**src/rtl/lcd_hd44780_responder.sv**
```systemverilog
// HD44780-style LCD bus responder: instruction/data decode, 128-byte DDRAM, busy timing.
// Optional bus reads (status and DDRAM) are built when LCD_RESP_READ_EN is defined.
module lcd_hd44780_responder #(
  parameter int BUSY_CYCLES  = 2000,
  parameter int CLEAR_CYCLES = 82000
) (
  input  logic       clk_clk,
  input  logic       reset_reset_n,
  input  logic       lcd_en,
  input  logic       lcd_rs,
  input  logic       lcd_rw,
  input  logic [7:0] lcd_db_in,
  output logic [7:0] lcd_db_out,
  output logic       lcd_db_oe,
  input  logic [6:0] scan_addr,
  output logic [7:0] scan_data,
  output logic [6:0] cursor_addr,
  output logic       disp_on,
  output logic       cursor_on,
  output logic       blink_on,
  output logic       busy,
  output logic       cmd_valid,
  output logic [7:0] cmd_code,
  output logic       err_busy_write
);

  localparam int MAX_CYC = (CLEAR_CYCLES > BUSY_CYCLES) ? CLEAR_CYCLES : BUSY_CYCLES;
  localparam int CNT_W   = $clog2(MAX_CYC + 1);

  logic [10:0]      sync1_q, sync2_q;
  logic             en_prev_q;
  logic             cap_rs_q, cap_rw_q;
  logic [7:0]       cap_db_q;
  logic [6:0]       ac_q;
  logic             inc_q;
  logic             disp_q, cur_q, blink_q;
  logic             err_q;
  logic             cmd_valid_q;
  logic [7:0]       cmd_code_q;
  logic [CNT_W-1:0] busy_cnt_q;
  logic             clr_active_q;
  logic [6:0]       clr_ptr_q;
  logic [7:0]       func_set_unused_q;
  logic             entry_shift_unused_q;

  logic [7:0] mem_q [0:127];
  logic [7:0] rd_data_q;

  logic       en_s, rs_s, rw_s;
  logic [7:0] db_s;
  logic       fall, busy_w, wr_ok, wr_busy, instr_wr, data_wr;
  logic [6:0] ac_step;
  logic       mem_we;
  logic [6:0] mem_waddr, rd_addr;
  logic [7:0] mem_wdata;

  assign en_s     = sync2_q[10];
  assign rs_s     = sync2_q[9];
  assign rw_s     = sync2_q[8];
  assign db_s     = sync2_q[7:0];
  assign fall     = en_prev_q & ~en_s;
  assign busy_w   = (busy_cnt_q != '0);
  assign wr_ok    = fall & ~cap_rw_q & ~busy_w;
  assign wr_busy  = fall & ~cap_rw_q & busy_w;
  assign instr_wr = wr_ok & ~cap_rs_q;
  assign data_wr  = wr_ok & cap_rs_q;
  assign ac_step  = inc_q ? ac_q + 7'd1 : ac_q - 7'd1;

  // Clear walk and bus data writes never overlap: a write during the walk is a busy write.
  assign mem_we    = reset_reset_n & (clr_active_q | data_wr);
  assign mem_waddr = clr_active_q ? clr_ptr_q : ac_q;
  assign mem_wdata = clr_active_q ? 8'h20 : cap_db_q;

`ifdef LCD_RESP_READ_EN
  logic       bus_rd, rd_bus_q, db_oe_q;
  logic [7:0] db_out_q, scan_hold_q;
  logic       rd_data_ev;
  assign bus_rd     = en_s & rw_s & rs_s;
  assign rd_data_ev = fall & cap_rw_q & cap_rs_q;
  assign rd_addr    = bus_rd ? ac_q : scan_addr;
  assign scan_data  = rd_bus_q ? scan_hold_q : rd_data_q;
  assign lcd_db_out = db_out_q;
  assign lcd_db_oe  = db_oe_q;
`else
  assign rd_addr    = scan_addr;
  assign scan_data  = rd_data_q;
  assign lcd_db_out = 8'h00;
  assign lcd_db_oe  = 1'b0;
`endif

  always_ff @(posedge clk_clk) begin
    if (mem_we) mem_q[mem_waddr] <= mem_wdata;
    rd_data_q <= mem_q[rd_addr];
`ifdef LCD_RESP_READ_EN
    if (!rd_bus_q) scan_hold_q <= rd_data_q;
`endif
  end

  always_ff @(posedge clk_clk) begin
    if (!reset_reset_n) begin
      sync1_q              <= '0;
      sync2_q              <= '0;
      en_prev_q            <= 1'b0;
      cap_rs_q             <= 1'b0;
      cap_rw_q             <= 1'b0;
      cap_db_q             <= 8'h00;
      ac_q                 <= 7'd0;
      inc_q                <= 1'b1;
      disp_q               <= 1'b0;
      cur_q                <= 1'b0;
      blink_q              <= 1'b0;
      err_q                <= 1'b0;
      cmd_valid_q          <= 1'b0;
      cmd_code_q           <= 8'h00;
      busy_cnt_q           <= CNT_W'(CLEAR_CYCLES);
      clr_active_q         <= 1'b1;
      clr_ptr_q            <= 7'd0;
      func_set_unused_q    <= 8'h00;
      entry_shift_unused_q <= 1'b0;
`ifdef LCD_RESP_READ_EN
      rd_bus_q             <= 1'b0;
      db_oe_q              <= 1'b0;
      db_out_q             <= 8'h00;
`endif
    end else begin
      sync1_q     <= {lcd_en, lcd_rs, lcd_rw, lcd_db_in};
      sync2_q     <= sync1_q;
      en_prev_q   <= en_s;
      cmd_valid_q <= 1'b0;
      if (en_s) {cap_rs_q, cap_rw_q, cap_db_q} <= {rs_s, rw_s, db_s};
      if (busy_w) busy_cnt_q <= busy_cnt_q - CNT_W'(1);
      if (clr_active_q) begin
        clr_ptr_q <= clr_ptr_q + 7'd1;
        if (clr_ptr_q == 7'h7F) clr_active_q <= 1'b0;
      end
      if (wr_busy) err_q <= 1'b1;
      if (data_wr) begin
        ac_q       <= ac_step;
        busy_cnt_q <= CNT_W'(BUSY_CYCLES);
      end
      if (instr_wr && cap_db_q != 8'h00) begin
        cmd_valid_q <= 1'b1;
        cmd_code_q  <= cap_db_q;
        busy_cnt_q  <= CNT_W'(BUSY_CYCLES);
        casez (cap_db_q)
          8'b1???????: ac_q <= cap_db_q[6:0];
          8'b01??????: begin end
          8'b001?????: func_set_unused_q <= cap_db_q;
          8'b0001????: if (!cap_db_q[3]) ac_q <= cap_db_q[2] ? ac_q + 7'd1 : ac_q - 7'd1;
          8'b00001???: {disp_q, cur_q, blink_q} <= cap_db_q[2:0];
          8'b000001??: begin
            inc_q                <= cap_db_q[1];
            entry_shift_unused_q <= cap_db_q[0];
          end
          8'b0000001?: begin
            ac_q       <= 7'd0;
            busy_cnt_q <= CNT_W'(CLEAR_CYCLES);
          end
          default: begin
            ac_q         <= 7'd0;
            inc_q        <= 1'b1;
            busy_cnt_q   <= CNT_W'(CLEAR_CYCLES);
            clr_active_q <= 1'b1;
            clr_ptr_q    <= 7'd0;
          end
        endcase
      end
`ifdef LCD_RESP_READ_EN
      // Bus reads borrow the scan read port; scan_data holds its last value meanwhile.
      rd_bus_q <= bus_rd;
      db_oe_q  <= en_s & rw_s;
      if (en_s && rw_s) begin
        if (!rs_s) db_out_q <= {busy_w, ac_q};
        else if (rd_bus_q) db_out_q <= rd_data_q;
      end
      if (rd_data_ev) begin
        if (busy_w) err_q <= 1'b1;
        else ac_q <= ac_step;
      end
`endif
    end
  end

  assign cursor_addr    = ac_q;
  assign disp_on        = disp_q;
  assign cursor_on      = cur_q;
  assign blink_on       = blink_q;
  assign busy           = busy_w;
  assign cmd_valid      = cmd_valid_q;
  assign cmd_code       = cmd_code_q;
  assign err_busy_write = err_q;

endmodule
```
**config.mk**
```make
export PLATFORM = sky130hd
export DESIGN_NAME = lcd_hd44780_responder
export DESIGN_NICKNAME = d
export VERILOG_FILES = /design/src/rtl/lcd_hd44780_responder.sv
export SDC_FILE = /design/constraint.sdc
export NUM_CORES = 1
export LEC_CHECK = 0
export CORE_MARGIN = 4
export CORE_UTILIZATION = 45
export DETAILED_ROUTE_END_ITERATION = 10
export PLACE_DENSITY_LB_ADDON = 0.12
export SLEW_MARGIN = 5
export SYNTH_ARGS = -nofsm -noshare
export SYNTH_HDL_FRONTEND = slang
export SYNTH_SLANG_ARGS = --single-unit
```
**constraint.sdc**
```tcl
create_clock -name clk_clk -period 5.4 [get_ports clk_clk]
set_input_delay 0.81 -clock clk_clk [delete_from_list [all_inputs] [get_ports clk_clk]]
set_output_delay 0.81 -clock clk_clk [all_outputs]
set_load 0.005 [all_outputs]
```
### Yosys cells after proc, flatten, opt, wreduce, memory -nomap -nowiden

Memories as Yosys holds them, arrays and structs flattened. A register that Yosys moved wholly into a read port is not among the register bits.
Cells that the tools add are included.

| operators by class | value |
|---|---|
| $add $sub $neg | 4 |
| equality and inequality tests | 7 |
| mux-type cells | 23 |
| bitwise operators | 13 |
| reduce and logical (&&, ||, !) cells | 10 |

Operators with widths:

| cell | count |
|---|---|
| 17-bit two-way mux | 4 |
| 7-bit two-way mux | 9 |
| 7-bit case mux with 3 select lines | 1 |
| 17-bit nonzero test | 1 |
| 17-bit by 1-bit subtractor with 17-bit output (second input constant) | 1 |
| 7-bit by 1-bit adder with 7-bit output (second input constant) | 2 |
| 6-bit OR reduction | 2 |
| 8-bit two-way mux | 1 |
| 8-bit nonzero test | 1 |
| 1-bit bitwise AND | 7 |
| 7-bit by 1-bit == test with 1-bit output (second input constant) | 1 |
| 7-bit == test (second input constant) | 1 |
| 1-bit two-way mux | 7 |
| 7-bit OR reduction | 1 |
| 7-bit by 1-bit subtractor with 7-bit output (second input constant) | 1 |
| 6-bit by 1-bit == test with 1-bit output (second input constant) | 1 |
| 5-bit by 1-bit == test with 1-bit output (second input constant) | 1 |
| 1-bit NOT | 5 |
| 4-bit by 1-bit == test with 1-bit output (second input constant) | 1 |
| 2-bit AND reduction | 2 |
| 4-bit OR reduction | 1 |
| 3-bit by 1-bit == test with 1-bit output (second input constant) | 1 |
| 3-bit nonzero test | 1 |
| 2-bit by 1-bit == test with 1-bit output (second input constant) | 1 |
| 3 further kinds | 3 |

| storage, ports and cells | value |
|---|---|
| register bits after elaboration | 79 |
| RAM bits | 1024 |
| bits of input ports | 20 |
| word-level logic and storage cells | 75 |
| memories | 1 |

Memories:

| memory | words | bits a word | rd ports | clocked after Yosys merged registers in | wr ports | RTL line | RTL |
|---|---|---|---|---|---|---|---|
| mem_q | 128 | 8 | 1 | 1 | 1 | 46 | `logic [7:0] mem_q [0:127];` |

### Longest topological paths before layout

| depth | value |
|---|---|
| word-level depth | 9 |
| mapped depth | 10 |

### Worst setup path after synthesis

Ideal clock, no wire load.

| timing | value |
|---|---|
| kind | register to register |
| start | register cap_db_q[3] |
| end | memory mem_q[0][3] (data pin) |
| library setup time | 0.828 ns |
| arrival time | 4.093 ns |
| setup slack | 0.479 ns |
| cell stages (with the launch flop) | 4 |
| path buffers | 2 |
| period minus slack after synthesis | 4.921 ns |
| path through | dfxtp_1 > clkbuf_1 > clkbuf_1 > nor2b_1 |

| on the way | value |
|---|---|
| cells in the longest elaborated chain, start to end | 1 |

RTL lines:

| item | RTL line | RTL |
|---|---|---|
| from (decl) | 33 | `logic [7:0] cap_db_q;` |
| from (signal assigned) | 130 | `if (en_s) {cap_rs_q, cap_rw_q, cap_db_q} <= {rs_s, rw_s, db_s};` |
| 8-bit two-way mux | 72 | `assign mem_wdata = clr_active_q ? 8'h20 : cap_db_q;` |
| named net mem_wdata[3] | 55 | `logic [7:0] mem_wdata;` |
| to (decl) | 46 |  |

The timed path passes the listed nets, and every way through them passes these cells.

### Worst setup path in the final report

| timing | value |
|---|---|
| start | register busy_cnt_q[0] |
| end | output busy |

| on the way | value |
|---|---|
| cells in the longest elaborated chain, start to end | 1 |

RTL lines:

| item | RTL line | RTL |
|---|---|---|
| from (decl) | 40 | `logic [CNT_W-1:0] busy_cnt_q;` |
| from (signal assigned) | 115 | `busy_cnt_q <= CNT_W'(CLEAR_CYCLES);` |
| from (signal assigned) | 131 | `if (busy_w) busy_cnt_q <= busy_cnt_q - CNT_W'(1);` |
| from (signal assigned) | 139 | `busy_cnt_q <= CNT_W'(BUSY_CYCLES);` |
| 17-bit nonzero test | 62 | `assign busy_w = (busy_cnt_q != '0);` |
| to (decl) | 21 | `output logic busy,` |

Every way passes these cells.

==> flow_summary.json <==
{
  "ys_seq_elements": 1111,
  "critPathMaxStageDelay_ns": 0.73,
  "cts_buffers": 115,
  "hold_class": "flip-flop to flip-flop",
  "slowest_stage": "or4b_2",
  "p_leak_nw": 16.1,
  "avgSynthCellArea_um2": 18.4,
  "die-area_mm2": 0.103,
  "grt_use_total": 0.205,
  "grt_max_degree": 129,
  "rr_startpoint": "busy_cnt_q[0]$_SDFFE_PN0P_",
  "worstPathRequired_ns": 4.59,
  "slew_viol_final": 0,
  "crit_top_cell": "inv_1",
  "cp_top_family": "simple AND/OR/NAND/NOR gates",
  "dpl.hpwl_um": 63800,
  "worstSetupPathDepth": 6,
  "final_core_util": 0.510,
  "synth_cell_type_count": 69,
  "path_clk_slew_ns": 0.06,
  "ys_async_sr_fraction": 0,
  "slew_headroom": 0.194,
  "ys_seq_area_frac": 0.739,
  "synth_flop_cell": "edfxtp_1",
  "final_cells": 3820,
  "rsz0062_at_grt": "no",
  "post_cts_buffers": 0,
  "cp-start-kind": "flip-flop",
  "wl_met2_um": 51200,
  "fin_skew_ns": 0.0170,
  "ioPinCount": 58,
  "cts.htree.levels": 3,
  "area_growth_pct": 12.3,
  "path_cells": "inv_1 > ha_1 > or4b_2 > nor2_1 > inv_1 > clkdlybuf4s50_1",
  "synth_enable_flop_cells": 1024,
  "path_max_fanout": 14,
  "core-area_mm2": 0.0969,
  "cts_tree": "built",
  "vias": 22200,
  "crit_path_end": "busy",
  "ant_nets": 0,
  "fin_nets": 2475,
  "fmax_mhz": 245,
  "post-route-period-util": 0.756,
  "powerDensity_mw_per_mm2": 353,
  "synthesis.instances": 2392,
  "yosysWarnings": 0,
  "fin_hold_ws_ns": 0.432,
  "cts-root-buf": "clkbuf_16",
  "worstMarginPinSlew_ns": 1.19,
  "total_power_mw": 17.4,
  "post-place-cells": 3609,
  "port_buffers": 48,
  "start_util": 0.454,
  "grt_pass1_wl_um": 155000,
  "drt_iter0_drc": 2249,
  "gr-total-overflow": 0,
  "clockBufferDepth": 3,
  "clock_sinks": 1111,
  "routed-wl-met3_um": 5660,
  "worstSetupEndpointType": "primary output",
  "regArea_mm2": 0.0325,
  "grt_antenna_before_repair": 7,
  "routed_via_density": 5.80,
  "clk_latency_ns": 0.67,
  "wl_per_cell_um": 27.6,
  "status": "finished clean",
  "fp.dieW_um": 320,
  "n_fill_cell": 7731,
  "synthesis.area_mm2": 0.0439,
  "multi_input_area_mm2": 0.0107,
  "finalHoldViolCount": 0,
  "place.gp.congestion": 0.828,
  "crit_start": "busy_cnt_q[0]$_SDFFE_PN0P_",
  "critPathArrivalTime_ns": 3.27,
  "min_period_ns": 4.08,
  "fin_tns_setup_ns": 0,
  "crit_type": "flip-flop to primary output",
  "grt_pass1_vias": 22300,
  "drt-total-wl_um": 105000,
  "top_layer": "met4",
  "num_rows": 114,
  "antennaDiodeCount": 0,
  "drc": 0,
  "cap_viol_max_count": 0,
  "met1_length_um": 46000,
  "path_buf_inv": 3,
  "reg2reg_depth": 8,
  "ctsResizeCount": 0,
  "chipHeight_um": 320,
  "firstDrtPassIters": 5,
  "ff2ff_setup_slack_ns": 1.35,
  "ctsHoldBuffers": 0,
  "setup_violations": 0,
  "r2r_end": "mem_q[116][4]$_DFFE_PP_",
  "ir_drop_mv": 0.246,
  "final_layout_size_suffix_gt1_frac": 0.191
}
worst min-delay path by stage:
| stage | from | to | slack (ns) | cells past startpoint |
|---|---|---|---|---|
| floorplan | sync1_q[0]$_SDFF_PN0_ | sync2_q[0]$_SDFF_PN0_ | 0.41 | 1 |
| global placement | sync1_q[9]$_SDFF_PN0_ | sync2_q[9]$_SDFF_PN0_ | 0.42 | 1 |
| detailed placement | sync1_q[7]$_SDFF_PN0_ | sync2_q[7]$_SDFF_PN0_ | 0.42 | 1 |
| CTS | sync1_q[7]$_SDFF_PN0_ | sync2_q[7]$_SDFF_PN0_ | 0.43 | 1 |
| global route | sync1_q[7]$_SDFF_PN0_ | sync2_q[7]$_SDFF_PN0_ | 0.45 | 1 |
| finish | sync1_q[10]$_SDFF_PN0_ | sync2_q[10]$_SDFF_PN0_ | 0.43 | 1 |
worst reg2reg max path, delay by kind of cell, from the launching register on:
kind / cells / cell delay [ns]
and+or+nand+nor: 4 / 2.53
adders and majority gates: 1 / 0.15
AOI/OAI and AO/OA: 1 / 0.13
DFF: 1 / 0.33
buffers and inverters: 2 / 0.54
metal layers:
| metal | track usage | vias up |
|---|---|---|
| met5 | 0 | - |
| met4 | 0.0488 | 0 |
| met3 | 0.0290 | 136 |
| met2 | 0.333 | 689 |
| met1 | 0.298 | 11600 |
| li1 | - | 9704 |
synth_stat cells (27+ instances only):
master | count | share of area
edfxtp_1 | 1024 | 0.70
mux4_2 | 192 | 0.098
nor2_1 | 178 | 0.015
mux2i_1 | 153 | 0.035
dfxtp_1 | 87 | 0.040
a21oi_1 | 77 | 0.0088
clkbuf_1 | 76 | 0.0065
nand2_1 | 76 | 0.0065
o22ai_1 | 65 | 0.0093
mux2_2 | 56 | 0.014
a211o_1 | 40 | 0.0080
buf_2 | 33 | 0.0038
and2_1 | 27 | 0.0038
buf_1 | 27 | 0.0023
power by group:
part	switching, mW	internal [mW]
clock network	3.19	4.39
registers	0.0351	9.29
logic	0.313	0.201
total	3.54	13.9
layout by cell type, fill, tap and decap left out, types with 21 or more instances in the layout:
master and n:
nor2_1 176, clkinv_1 25, mux2_2 56, clkdlybuf4s50_1 43, mux4_2 192, mux2i_1 153, a211o_1 40, a211oi_1 21
and2_1 27, buf_4 38, dfxtp_1 87, clkbuf_1 27, o22ai_1 65, clkinv_2 22, edfxtp_1 1024, clkbuf_16 122
a21oi_1 77, nand2_1 76
flip-flops by register name (all words and copies together), names as in the netlist:
name            cells
cmd_code            8
cursor_addr         7
en_prev_q           1
inc_q               1
cap_rs_q            1
busy_cnt_q         17
cmd_valid           1
clr_ptr_q           7
cursor_on           1
cap_db_q            8
err_busy_write      1
blink_on            1
disp_on             1
cap_rw_q            1
clr_active_q        1
sync1_q            11
scan_data           8
sync2_q            11
mem_q            1024
metrics by stage:
step	setup WS, ns	area [µm²]
after global routing	1.02	49400
after CTS	1.26	49400
after global placement	1.30	45700
after detailed placement	1.32	45700
final	1.32	49400
after floorplan	0.479	44000
layout make-up:
type / instances / area share
tap: 1276 / 0.0323
inverter: 11 / 0.000837
sequential: 1111 / 0.658
clock buffer: 150 / 0.0642
clock inverter: 61 / 0.00910
timing repair buffer: 91 / 0.0177
multi-input combinational: 1120 / 0.217
cells by family (layout without fill, tap and decap cells):
logic type	after synthesis	in the layout	share of synthesized area
flops	1111	1111	0.739
simple gates	406	406	0.0451
mux	401	401	0.148
compound gates	271	271	0.0424
buf+inv	169	313	0.0184
xor+xnor	28	28	0.00558
fa+ha+maj	5	5	0.00142
other cells	1	9	0.0000853
Note: power is estimated with default switching activity, not from simulation.
==> RTL edit 1 (config.mk and constraints unchanged) <==
Build with the macro `LCD_RESP_READ_EN` defined.
--- a/src/rtl/lcd_hd44780_responder.sv
+++ b/src/rtl/lcd_hd44780_responder.sv
@@ -1,5 +1,7 @@
 // HD44780-style LCD bus responder: instruction/data decode, 128-byte DDRAM, busy timing.
 // Optional bus reads (status and DDRAM) are built when LCD_RESP_READ_EN is defined.
+`define LCD_RESP_READ_EN
+
 module lcd_hd44780_responder #(
   parameter int BUSY_CYCLES  = 2000,
   parameter int CLEAR_CYCLES = 82000
Formal check against the unedited RTL: not equivalent (a bounded check fails within 4 cycles, from zero or initial values and one cycle with reset_reset_n low).
==> RTL edit 1 against the unedited design <==
Area after synthesis grew 4.2%; cell area increased by 5.2%; critical path depth is 4 higher; clock power increased by 7.0%; register-to-register slack got worse by 380 ps; utilization is 0.67 points higher; largest cell class unchanged; global-route usage up 3.1 points; wire length up 22%; sequential power is 2% higher; total power up 5.6%; sequential cell count rose by 18; worst setup slack worse by 350 ps; synthesized cell count is 31% higher; non-clock buffer count is 71 higher; highest routed layer is now met5.
==> RTL edit 1: results (changes against the unedited design) <==
Met1 usage: 33.8% (+4.0 points)
Top Layer Used: met5
Worst VDD drop: 0.000297 V (+21%)
CP endpoint: mem_q[67][2]
Xor/xnor share of the synthesized area: 0.555% (-0.0036 points)
Most instantiated cells after synthesis: 1024 x edfxtp_1, 380 x nand2_1, 213 x nor2_1, 187 x mux2i_1, 176 x a21oi_1
Post-synthesis mux area share: 7.28% (-7.5 points)
Post-DP HPWL: 79300 um (+24%)
Worst EP arrival: 4740 ps (+1470 ps)
Sequential area share after synthesis: 71.7% (-2.2 points)
Area contributors post-synth: edfxtp_1 67%, dfxtp_1 4.6%, mux2i_1 4.1%
Compound-Gate Fraction of Synth Area: 9.82% (+5.6 points)
Nets: 3231 (+31%)
DR vias/cell: 5.99 (+3.3%)
Wire length on met1: 55100 um (+20%)
Flop pwr share: 51.6% (-1.9 points)
Internal power: 14.5 mW (+4.3%)
Largest net degree at the start of global routing: 145 (+12%)
DR WL met2: 60100 um (+17%)
Comb power frac: 4.4% (+1.4 points)
Worst Tran Pin Value: 1170 ps (-22.6 ps)
Vias in the first global route: 27.4k (+23%)
Slowest cell on crit path: nor2_1
CTS buffer count: 118 (+2.6%)
Clock Latency Late Sink: 690 ps (+20 ps)
Layout cells sized above 1: 12.3% (-6.8 points)
Min-delay src: sync1_q[6]
Drt first pass iters: 7 (+2)
Met3 usage: 3.67% (+0.77 points)
PortBufs: 57 (+19%)
Initial antenna violation count: 2 (-5)
Crit path max fanout: 12 (-2)
Fin Clk Skew: 18.3 ps (+1.31 ps)
Status: finished clean
Gr usage total: 23.6% (+3.1 points)
Total wire length: 128000 um (+22%)
==> RTL edit 1: changes by cell type in the layout (fill, tap and decap cells not counted), sizes merged, moves of 60 or more <==
cell / unedited run / this run
o21ai: 20 / 85
nand2: 76 / 380
mux4: 192 / 35
a211oi: 21 / 81
a21oi: 77 / 177
==> RTL edit 1: final cells by class <==
cell class	instances	area, um2
well taps	1357	1700
inverters	16	60.1
flip-flops and latches	1129	32900
clock inverters	66	677
repair buffers	162	1570
clock buffers	153	3190
multi-input cells	1779	11900
fillers	8263	48600
==> RTL edit 1: through the flow <==
| stage | total power, mW | std cells | hold WS (ps) | setup slack (ps) |
|---|---|---|---|---|
| global placement | 10.5 | 4443 | 415 | 658 |
| finish | 18.4 | 4662 | 430 | 969 |
| detailed placement | 10.5 | 4443 | 419 | 641 |
| floorplan | 10.1 | 3129 | 412 | 464 |
| global route | 18.9 | 4662 | 446 | 672 |
| CTS | 18.5 | 4662 | 435 | 987 |
==> RTL edit 2 (same flow settings) <==
Without the edit above. Register the output `scan_data` once more; this adds one clock of latency there. The other outputs are not delayed to match.
--- a/src/rtl/lcd_hd44780_responder.sv
+++ b/src/rtl/lcd_hd44780_responder.sv
@@ -83,7 +83,9 @@
   assign lcd_db_oe  = db_oe_q;
 `else
   assign rd_addr    = scan_addr;
-  assign scan_data  = rd_data_q;
+  always_ff @(posedge clk_clk) begin
+    scan_data <= rd_data_q;
+  end
   assign lcd_db_out = 8'h00;
   assign lcd_db_oe  = 1'b0;
 `endif
Function: changed (a bounded check fails within 4 cycles, from zero or initial values and one cycle with reset_reset_n low).
==> RTL edit 2 against the unedited design <==
Area after synthesis rose by 0.99%; wire length rose by 7.0%; combinational power rose by 12%; total power rose by 4.1%; worst setup slack improved by 50 ps; sequential cell count rose by 8; sequential power rose by 0.8%; via count rose by 5.2%; cell area rose by 1.3%; largest power group unchanged; global-route usage rose by 1.2 points; final cell count rose by 2.4%.
==> RTL edit 2: results (changes against the unedited design) <==
Layout cells sized above 1: 15.2% (-3.9 points)
Sequential area share after synthesis: 73.6% (-0.36 points)
First-pass GRT wire length: 165000 um (+6.5%)
Pleak: 16.5 nW (+2.7%)
Count of cell types in the netlist: 65 (-5.8%)
Initial antenna violation count: 3 (-4)
Worst VDD drop: 0.000253 V (+2.9%)
Most instantiated cells after synthesis: 1024 x edfxtp_1, 283 x mux2i_1, 185 x nor2_1, 156 x mux4_2, 107 x a22oi_1
M2 GR Usage: 34.8% (+1.4 points)
Post-synthesis cell count: 2483 (+3.8%)
Top Layer Used: met5
Area contributors post-synth: edfxtp_1 69%, mux4_2 7.9%, mux2i_1 6.4%
Crit path max fanout: 12 (-2)
DR WL met2: 53500 um (+4.5%)
Nets: 2562 (+3.5%)
Met1 usage: 31.4% (+1.6 points)
Wire length on met1: 49300 um (+7.1%)
Min-delay src: rd_data_q[3]
Worst Tran Pin Value: 1290 ps (+95.2 ps)
Hold Path Stages: 0 (-1)
Non-Filler Instances: 3913 (+2.4%)
Vias in the first global route: 23.4k (+4.9%)
Hold-critical path endpoint: scan_data[3]
Reg-to-reg setup timing slack: 1610 ps (+260 ps)
Status: finished clean
Compound-Gate Fraction of Synth Area: 4.64% (+0.40 points)
DP Area: 0.0461 mm2 (+0.75%)
CTS buffer count: 115 (unchanged)
Drt first pass iters: 6 (+1)
FF-to-FF End: mem_q[119][3]
Fin Clk Skew: 31.1 ps (+14.1 ps)
Gr usage total: 21.8% (+1.2 points)
Slowest cell on crit path: nand4_1
Initial drt markers: 2364 (+5.1%)
Xor/xnor share of the synthesized area: 0.493% (-0.065 points)
Placed cells: 3696 (+2.4%)
DR vias/cell: 5.96 (+2.7%)
Met3 usage: 3.59% (+0.69 points)
Post-DP HPWL: 70100 um (+9.9%)
RePlAce Congestion: 0.886 (+7.0%)
Post-synthesis mux area share: 14.3% (-0.46 points)
Critical Path Max Stage Delay: 730 ps (about the same)
Synth Area in Adders: 0.141% (-0.0014 points)
Number of cells on the worst reg-to-reg path: 8 (unchanged)
==> RTL edit 2: cell count changes after synthesis, sizes merged, moves of 36 or more <==
cell,before,now
mux2i,153,283
a22oi,3,107
mux2,56,0
o22ai,65,12
a21oi,77,32
a211o,40,0
mux4,192,156
==> RTL edit 2: worst register-to-register path, cell delays in order, from the launching register on <==
cell and delay, ps:
dfxtp_1 350, inv_1 110, ha_1 150, nor4b_1 510, and2_1 330, nand4_2 220
o31a_1 360, or2_2 640, nor2_1 750
==> RTL edit 2: logic make-up (layout without fill, tap and decap cells) <==
| logic type | count (synthesis) | in the layout |
|---|---|---|
| multiplexers | 439 | 439 |
| flip-flops | 1119 | 1119 |
| buffers and inverters | 173 | 319 |
| AND/OR/NAND/NOR | 437 | 437 |
| AO/OA/AOI/OAI | 284 | 284 |
| XOR/XNOR | 25 | 25 |
| adder cells (fa/ha/maj) | 5 | 5 |
| other | 1 | 9 |
==> RTL edit 2: metrics by stage <==
| step | total power [mW] | worst slack (ps) | hold slack [ps] |
|---|---|---|---|
| 2_1_floorplan | 9.97 | 303 | 310 |
| 3_3_place_gp | 10.2 | 1490 | 413 |
| 3_5_place_dp | 10.2 | 1480 | 400 |
| 4_1_cts | 18.3 | 1350 | 415 |
| 5_1_grt | 18.7 | 1130 | 412 |
| 6_report | 18.1 | 1370 | 424 |
==> RTL edit 2: final cells by class <==
cell class | instances | area [um2]
repair buffers | 87 | 885
multi-input cells | 1199 | 10900
flip-flops and latches | 1119 | 32700
clock buffers | 140 | 3030
fillers | 7819 | 47300
inverters | 15 | 56.3
well taps | 1276 | 1600
clock inverters | 77 | 895
==> RTL edit 2: power breakdown <==
group          internal [mW]  switching (mW)
combinational          0.225           0.352
clock                   4.81            3.35
sequential              9.36          0.0405
total                   14.4            3.74
